**src/rtl/pc_pkg.sv**
```systemverilog
// pc_pkg: shared encodings for the program counter and its neighbours
//   pc_op_e   : operation select driven by the decoder into pc_stack.op
//   pc_cond_e : branch condition select (used when PC_COND_BR_EN is defined)
//   EQ_BIT / GRT_BIT : ALU flag bit positions
package pc_pkg;

    typedef enum logic [2:0] {
        PC_OP_HOLD     = 3'b000,
        PC_OP_INC      = 3'b001,
        PC_OP_JREL     = 3'b010,
        PC_OP_JABS     = 3'b011,
        PC_OP_CALL_REL = 3'b100,
        PC_OP_CALL_ABS = 3'b101,
        PC_OP_RET      = 3'b110,
        PC_OP_CLEAR    = 3'b111
    } pc_op_e;

    typedef enum logic [1:0] {
        PC_COND_ALWAYS = 2'b00,
        PC_COND_EQ     = 2'b01,
        PC_COND_GRT    = 2'b10,
        PC_COND_NEQ    = 2'b11
    } pc_cond_e;

    localparam int EQ_BIT  = 0;
    localparam int GRT_BIT = 1;

endpackage

```
**src/rtl/ret_stack.sv**
```systemverilog
// ret_stack: return-address LIFO of DEPTH x WIDTH entries
//   clk, rst_n : clock, synchronous active-low reset (empties the stack)
//   clr_i      : synchronous soft clear (empties the stack)
//   push_i     : write din_i on top (ignored when full)
//   pop_i      : drop the top entry (ignored when empty)
//   top_o      : current top entry, meaningful only when not empty
//   depth_o    : entries held; full_o / empty_o decode it
module ret_stack #(
    parameter int  DEPTH = 8,
    parameter int  WIDTH = 16,
    localparam int DW    = $clog2(DEPTH + 1)
) (
    input  logic             clk,
    input  logic             rst_n,
    input  logic             clr_i,
    input  logic             push_i,
    input  logic             pop_i,
    input  logic [WIDTH-1:0] din_i,
    output logic [WIDTH-1:0] top_o,
    output logic [DW-1:0]    depth_o,
    output logic             full_o,
    output logic             empty_o
);

    // storage rounded up to a power of two so the index width is exact
    localparam int IW = DEPTH > 1 ? $clog2(DEPTH) : 1;

    logic [WIDTH-1:0] mem_q [2**IW];
    logic [DW-1:0]    depth_q, depth_d;
    logic             do_push, do_pop;

    assign do_push = push_i && !full_o;
    assign do_pop  = pop_i && !empty_o;

    always_comb depth_d = clr_i   ? '0 :
                          do_push ? depth_q + 1'b1 :
                          do_pop  ? depth_q - 1'b1 : depth_q;

    always_ff @(posedge clk) begin
        if (!rst_n) depth_q <= '0;
        else        depth_q <= depth_d;
    end

    // contents need no reset: nothing above depth_q is ever read
    always_ff @(posedge clk) begin
        if (do_push) mem_q[IW'(depth_q)] <= din_i;
    end

    assign top_o   = mem_q[IW'(depth_q - 1'b1)];
    assign depth_o = depth_q;
    assign full_o  = depth_q == DW'(DEPTH);
    assign empty_o = depth_q == '0;

endmodule

```
**src/rtl/pc_stack.sv**
```systemverilog
// pc_stack: program counter with relative/absolute jumps, calls and a return stack
//   clk, rst_n  : clock, synchronous active-low reset
//   op          : pc_pkg::pc_op_e operation select
//   k           : signed relative offset, in instructions
//   target      : absolute destination (low alignment bits ignored)
//   flags, cond : only with PC_COND_BR_EN; gate jumps and calls on ALU flags
//   addr_instr  : registered fetch address
//   stack_depth, stack_full, stack_empty : return stack status
//   ovf_err, unf_err : sticky call-while-full / return-while-empty flags
module pc_stack
    import pc_pkg::*;
#(
    parameter int                    ADDR_WIDTH   = 16,
    parameter int                    OFFSET_WIDTH = 8,
    parameter int                    INSTR_BYTES  = 2,
    parameter int                    STACK_DEPTH  = 8,
    parameter logic [ADDR_WIDTH-1:0] RESET_ADDR   = '0,
    localparam int                   DEPTH_W      = $clog2(STACK_DEPTH + 1)
) (
    input  logic                    clk,
    input  logic                    rst_n,
    input  logic [2:0]              op,
    input  logic [OFFSET_WIDTH-1:0] k,
    input  logic [ADDR_WIDTH-1:0]   target,
`ifdef PC_COND_BR_EN
    input  logic [7:0]              flags,
    input  logic [1:0]              cond,
`endif
    output logic [ADDR_WIDTH-1:0]   addr_instr,
    output logic [DEPTH_W-1:0]      stack_depth,
    output logic                    stack_full,
    output logic                    stack_empty,
    output logic                    ovf_err,
    output logic                    unf_err
);

    localparam int                    SHIFT = $clog2(INSTR_BYTES);
    localparam logic [ADDR_WIDTH-1:0] STEP  = ADDR_WIDTH'(INSTR_BYTES);
    localparam logic [ADDR_WIDTH-1:0] ALIGN = ~ADDR_WIDTH'(INSTR_BYTES - 1);

    logic [ADDR_WIDTH-1:0]        addr_q, addr_d, seq_addr, rel_addr, abs_addr, top;
    logic signed [ADDR_WIDTH-1:0] k_ext;
    logic                         ovf_q, ovf_d, unf_q, unf_d;
    logic                         take, is_call, push, pop, clr, full, empty;

`ifdef PC_COND_BR_EN
    logic unused_flags;
    assign unused_flags = ^flags[7:2];
    assign take = cond == PC_COND_ALWAYS ||
                  (cond == PC_COND_EQ  &&  flags[EQ_BIT]) ||
                  (cond == PC_COND_GRT &&  flags[GRT_BIT]) ||
                  (cond == PC_COND_NEQ && !flags[EQ_BIT]);
`else
    assign take = 1'b1;
`endif

    // sign-extend first, then scale; modulo 2^ADDR_WIDTH arithmetic wraps silently
    assign k_ext    = ADDR_WIDTH'($signed(k));
    assign seq_addr = addr_q + STEP;
    assign rel_addr = addr_q + (k_ext << SHIFT);
    assign abs_addr = target & ALIGN;

    assign is_call = op == PC_OP_CALL_REL || op == PC_OP_CALL_ABS;
    assign push    = is_call && take && !full;
    assign pop     = op == PC_OP_RET;
    assign clr     = op == PC_OP_CLEAR;

    // an untaken jump or call degrades to a plain increment
    always_comb begin
        addr_d = addr_q;
        case (op)
            PC_OP_INC:      addr_d = seq_addr;
            PC_OP_JREL:     addr_d = take ? rel_addr : seq_addr;
            PC_OP_JABS:     addr_d = take ? abs_addr : seq_addr;
            PC_OP_CALL_REL: addr_d = !take ? seq_addr : full ? addr_q : rel_addr;
            PC_OP_CALL_ABS: addr_d = !take ? seq_addr : full ? addr_q : abs_addr;
            PC_OP_RET:      addr_d = empty ? addr_q : top;
            PC_OP_CLEAR:    addr_d = RESET_ADDR;
            default:        addr_d = addr_q;
        endcase
    end

    assign ovf_d = !clr && (ovf_q || (is_call && take && full));
    assign unf_d = !clr && (unf_q || (pop && empty));

    always_ff @(posedge clk) begin
        if (!rst_n) begin
            addr_q <= RESET_ADDR;
            ovf_q  <= 1'b0;
            unf_q  <= 1'b0;
        end else begin
            addr_q <= addr_d;
            ovf_q  <= ovf_d;
            unf_q  <= unf_d;
        end
    end

    ret_stack #(
        .DEPTH (STACK_DEPTH),
        .WIDTH (ADDR_WIDTH)
    ) u_ret_stack (
        .clk     (clk),
        .rst_n   (rst_n),
        .clr_i   (clr),
        .push_i  (push),
        .pop_i   (pop),
        .din_i   (seq_addr),
        .top_o   (top),
        .depth_o (stack_depth),
        .full_o  (full),
        .empty_o (empty)
    );

    assign addr_instr  = addr_q;
    assign stack_full  = full;
    assign stack_empty = empty;
    assign ovf_err     = ovf_q;
    assign unf_err     = unf_q;

endmodule

```
**config.mk**
```make
export PLATFORM = sky130hd
export DESIGN_NAME = pc_stack
export DESIGN_NICKNAME = d
export VERILOG_FILES = /design/src/rtl/pc_pkg.sv /design/src/rtl/ret_stack.sv /design/src/rtl/pc_stack.sv
export SDC_FILE = /design/constraint.sdc
export NUM_CORES = 1
export LEC_CHECK = 0
export ABC_AREA = 1
export ABC_CLOCK_PERIOD_IN_PS = 4500
export CORE_MARGIN = 2
export CORE_UTILIZATION = 59
export DETAILED_ROUTE_END_ITERATION = 7
export PLACE_DENSITY = 0.8
export SYNTH_ARGS = -nofsm -noshare
export SYNTH_HDL_FRONTEND = slang
export SYNTH_HIERARCHICAL = 1
export SYNTH_SLANG_ARGS = --single-unit
```
**constraint.sdc**
```tcl
create_clock -name clk -period 4.5 [get_ports clk]
set_input_delay 0.675 -clock clk [delete_from_list [all_inputs] [get_ports clk]]
set_output_delay 0.675 -clock clk [all_outputs]
set_load 0.005 [all_outputs]
```
==> Flow_metrics.wiki <==
{| class="wikitable"
! Metric !! Value
|-
| Core footprint || 12,700 um^2
|-
| Remaining global-route overflow || 0
|-
| Final Hold Violating Endpoints || 0
|-
| Post-DP HPWL || 12,000 um
|-
| Final GP Congestion || 0.945
|-
| Critical path arrival || 3.38 ns
|-
| Routed via count || 6,128
|-
| Number of cells on the worst hold path || 2
|-
| Dominant synthesized flop cell || sky130_fd_sc_hd__edfxtp_1
|-
| Number of remaining DRC errors || 0
|-
| Routed via count divided by cell count || 5.61
|-
| X dimension of the die || 118 um
|-
| Placed cell areas || 8350 um^2
|-
| All-layer global routing usage || 26.6%
|-
| Worst slew margin || 42.7%
|-
| Number of nets with antenna violations after routing || 0
|-
| Fraction of post-synthesis cell area in the top cell type by area || 49.7%
|-
| Measured slew at the worst slew-check pin || 0.860 ns
|-
| Element type at the critical path end || flop
|-
| Mapped Nets || 905
|-
| Die height || 118 um
|-
| Sum Neg Setup Slack || 0 ns
|-
| Shortest period the worst path allows || 3.04 ns
|-
| Drt first-iter violations || 548
|-
| Number of setup buffers added after CTS || 0
|-
| Cell area power density || 426 nW/um^2
|-
| Fraction of the yosys area taken by sequential cells || 55.4%
|-
| Number of cell rows || 41
|-
| Critical Path Source Type || flop
|-
| Path class of the lowest-slack min-delay path || reg -> reg
|-
| Setup repair after global routing missed its margin || false
|-
| Synthesis-to-layout area growth || 15.3%
|-
| Core utilization of the finished layout || 70.0%
|-
| PortBufs || 51
|-
| Max rail drop VDD || 0.275 mV
|-
| Post-cts sizing count || 0
|-
| Number of synthesized flops with an enable pin || 128
|-
| Post-synthesis sequential element count || 150
|-
| Ranking of synthesized cells by area || sky130_fd_sc_hd__edfxtp_1, sky130_fd_sc_hd__nand2_1, sky130_fd_sc_hd__dfxtp_1
|-
| Deepest clock path buffer count || 2
|-
| Logic depth of the worst register-to-register path || 11
|-
| Number of standard cells in the final layout excluding fillers || 1,093
|-
| Mapped Area || 7730 um^2
|-
| Unique masters post-synth || 39
|-
| Wire length of the first global-routing pass || 28,900 um
|-
| Final Max Tran Viols || 0
|-
| Worst Skew || 0.00799 ns
|-
| Final critical-path share of the clock period || 67.6%
|-
| CTS tree || done
|-
| Syn. warnings || 6
|-
| NumNets Final || 955
|-
| Clk_lat worst skew || 0.42 ns
|-
| Highest achievable clock rate || 0.329 GHz
|-
| Gate count of the mapped netlist || 858
|-
| H-tree lvl count || 4
|-
| Drt total wl || 17,900 um
|-
| Number of diodes || 0
|-
| Average cell area after synthesis || 9.01 um^2
|-
| Clk pin slew, worst setup/hold paths || 0.06 ns
|-
| Leading area contributor after synthesis || sky130_fd_sc_hd__edfxtp_1
|-
| Layout cells sized above 1 || 7.71%
|-
| Proportion of register bits with asynchronous set or reset after synthesis || 0%
|-
| Total of endpoints with negative setup slack in the final report || 0
|-
| Most common library cell in the layout ignoring fill and taps || sky130_fd_sc_hd__nand2_1
|-
| DR WL/cell || 16.4 um
|-
| Full die area || 14,000 um^2
|-
| Leakage power total || 3.62 nW
|-
| Root Buffer Master || sky130_fd_sc_hd__clkbuf_16
|-
| DP Cell Count || 1,061
|-
| Pin count of the biggest net entering global routing || 75
|-
| Post-route worst hold slack || 0.454 ns
|-
| Outcome || finished clean
|-
| Via count of the first global-routing pass || 5,861
|-
| Critical Path Fanout Max || 26
|-
| Number of ports placed on the die boundary || 53
|-
| Initial standard-cell utilization of the core || 60.7%
|-
| Summed area of non-filler cells in the final layout || 8910 um^2
|-
| Max capacitance violation total || 0
|-
| Number of buffers created by CTS || 17
|-
| TritonCTS Sinks || 150
|-
| Req. time, crit path || 4.84 ns
|-
| CTS Hold Bufs || 0
|-
| Initial antenna violation count || 0
|-
| Commonest non-fill, non-tap cells in the layout || sky130_fd_sc_hd__nand2_1, sky130_fd_sc_hd__edfxtp_1, sky130_fd_sc_hd__nor2_1, sky130_fd_sc_hd__inv_1, sky130_fd_sc_hd__o21ai_0
|-
| Length of the first detailed-routing pass in iterations || 6
|-
| Crit path kind || reg -> reg
|}
==> power by group <==
| part | total [W] | internal, W | switching (W) |
|---|---|---|---|
| Clock | 0.00133 | 0.000811 | 0.000521 |
| Sequential | 0.00164 | 0.00159 | 0.0000503 |
| Combinational | 0.000816 | 0.000283 | 0.000534 |
| Total | 0.00379 | 0.00269 | 0.00111 |
==> per-layer routing <==
metal  wire length (um)  global-route usage, %  share of wire [%]
met1               7130                   33.2                 40
met2               8940                   45.4                 50
met3               1290                   5.16                7.2
met4                512                   11.4                2.9
met5                  0                      0                  0
==> logic make-up (layout without fill, tap and decap cells) <==
kind of cell               Yosys count  count (layout)  synth area share [%]
xor gates and xnor gates            11              11                  1.34
buffers and inverters              134             197                  7.90
adders and majority gates           18              18                  3.01
AOI/OAI and AO/OA                  181             181                  12.6
DFF                                150             150                  55.4
and+or+nand+nor                    364             364                  19.7
==> path summary, 6_finish.rpt <==
path	from	endpoint	slack [ns]
max reg2reg	u_ret_stack/depth_o[1]	addr_instr[4]	1.46
max	u_ret_stack/depth_o[1]	addr_instr[4]	1.46
min	ovf_err	ovf_err	0.45
min reg2reg	ovf_err	ovf_err	0.45
==> synthesized netlist by cell type, types with 2 or more instances <==
master	n
sky130_fd_sc_hd__o21ai_0	78
sky130_fd_sc_hd__buf_6	9
sky130_fd_sc_hd__nand4_1	10
sky130_fd_sc_hd__clkbuf_1	4
sky130_fd_sc_hd__o21bai_1	2
sky130_fd_sc_hd__buf_2	15
sky130_fd_sc_hd__a22o_1	4
sky130_fd_sc_hd__edfxtp_1	128
sky130_fd_sc_hd__nor2_2	3
sky130_fd_sc_hd__xor2_1	10
sky130_fd_sc_hd__a21oi_1	43
sky130_fd_sc_hd__nand3_2	2
sky130_fd_sc_hd__nor2_1	112
sky130_fd_sc_hd__ha_1	17
sky130_fd_sc_hd__nand2_1	185
sky130_fd_sc_hd__nor3_1	7
sky130_fd_sc_hd__dfxtp_1	22
sky130_fd_sc_hd__nand2_2	3
sky130_fd_sc_hd__o22ai_1	16
sky130_fd_sc_hd__a31oi_1	2
sky130_fd_sc_hd__inv_2	8
sky130_fd_sc_hd__inv_4	2
sky130_fd_sc_hd__buf_4	4
sky130_fd_sc_hd__nand2_4	2
sky130_fd_sc_hd__o21ai_1	32
sky130_fd_sc_hd__inv_1	91
sky130_fd_sc_hd__nand3_1	32
sky130_fd_sc_hd__nand3b_1	4
==> critical path: stages, from the launching register on <==
cell and delay [ns]:
sky130_fd_sc_hd__dfxtp_1 0.46, sky130_fd_sc_hd__inv_1 0.15, sky130_fd_sc_hd__ha_1 0.87, sky130_fd_sc_hd__buf_4 0.42, sky130_fd_sc_hd__o21ai_0 0.13, sky130_fd_sc_hd__o22ai_1 0.21
sky130_fd_sc_hd__nand2_1 0.08, sky130_fd_sc_hd__o21ai_1 0.14, sky130_fd_sc_hd__a21oi_1 0.09, sky130_fd_sc_hd__a31oi_1 0.16, sky130_fd_sc_hd__o21ai_0 0.11, sky130_fd_sc_hd__a21oi_1 0.14
==> registers in the layout, indices dropped and copies added (netlist names) <==
register	cells
u_ret_stack/mem_q	128
addr_instr	16
u_ret_stack/depth_o	4
ovf_err	1
unf_err	1
==> per-stage QoR <==
stage          total power (W)  setup WS (ns)
2_1_floorplan          0.00222           1.26
3_3_place_gp           0.00245           1.43
5_1_grt                0.00398           1.05
6_report               0.00379           1.46
3_5_place_dp           0.00247           1.37
4_1_cts                0.00379           1.45
==> area by class of cell <==
type / count / area (um^2)
fill: 975 / 3810
tap: 172 / 215
clock inverter: 13 / 130
clock buffer: 19 / 433
sequential: 150 / 4290
timing repair buffer: 64 / 608
inverter: 101 / 384
multi-input combinational: 574 / 2850
(Power assumes the default switching activity.)
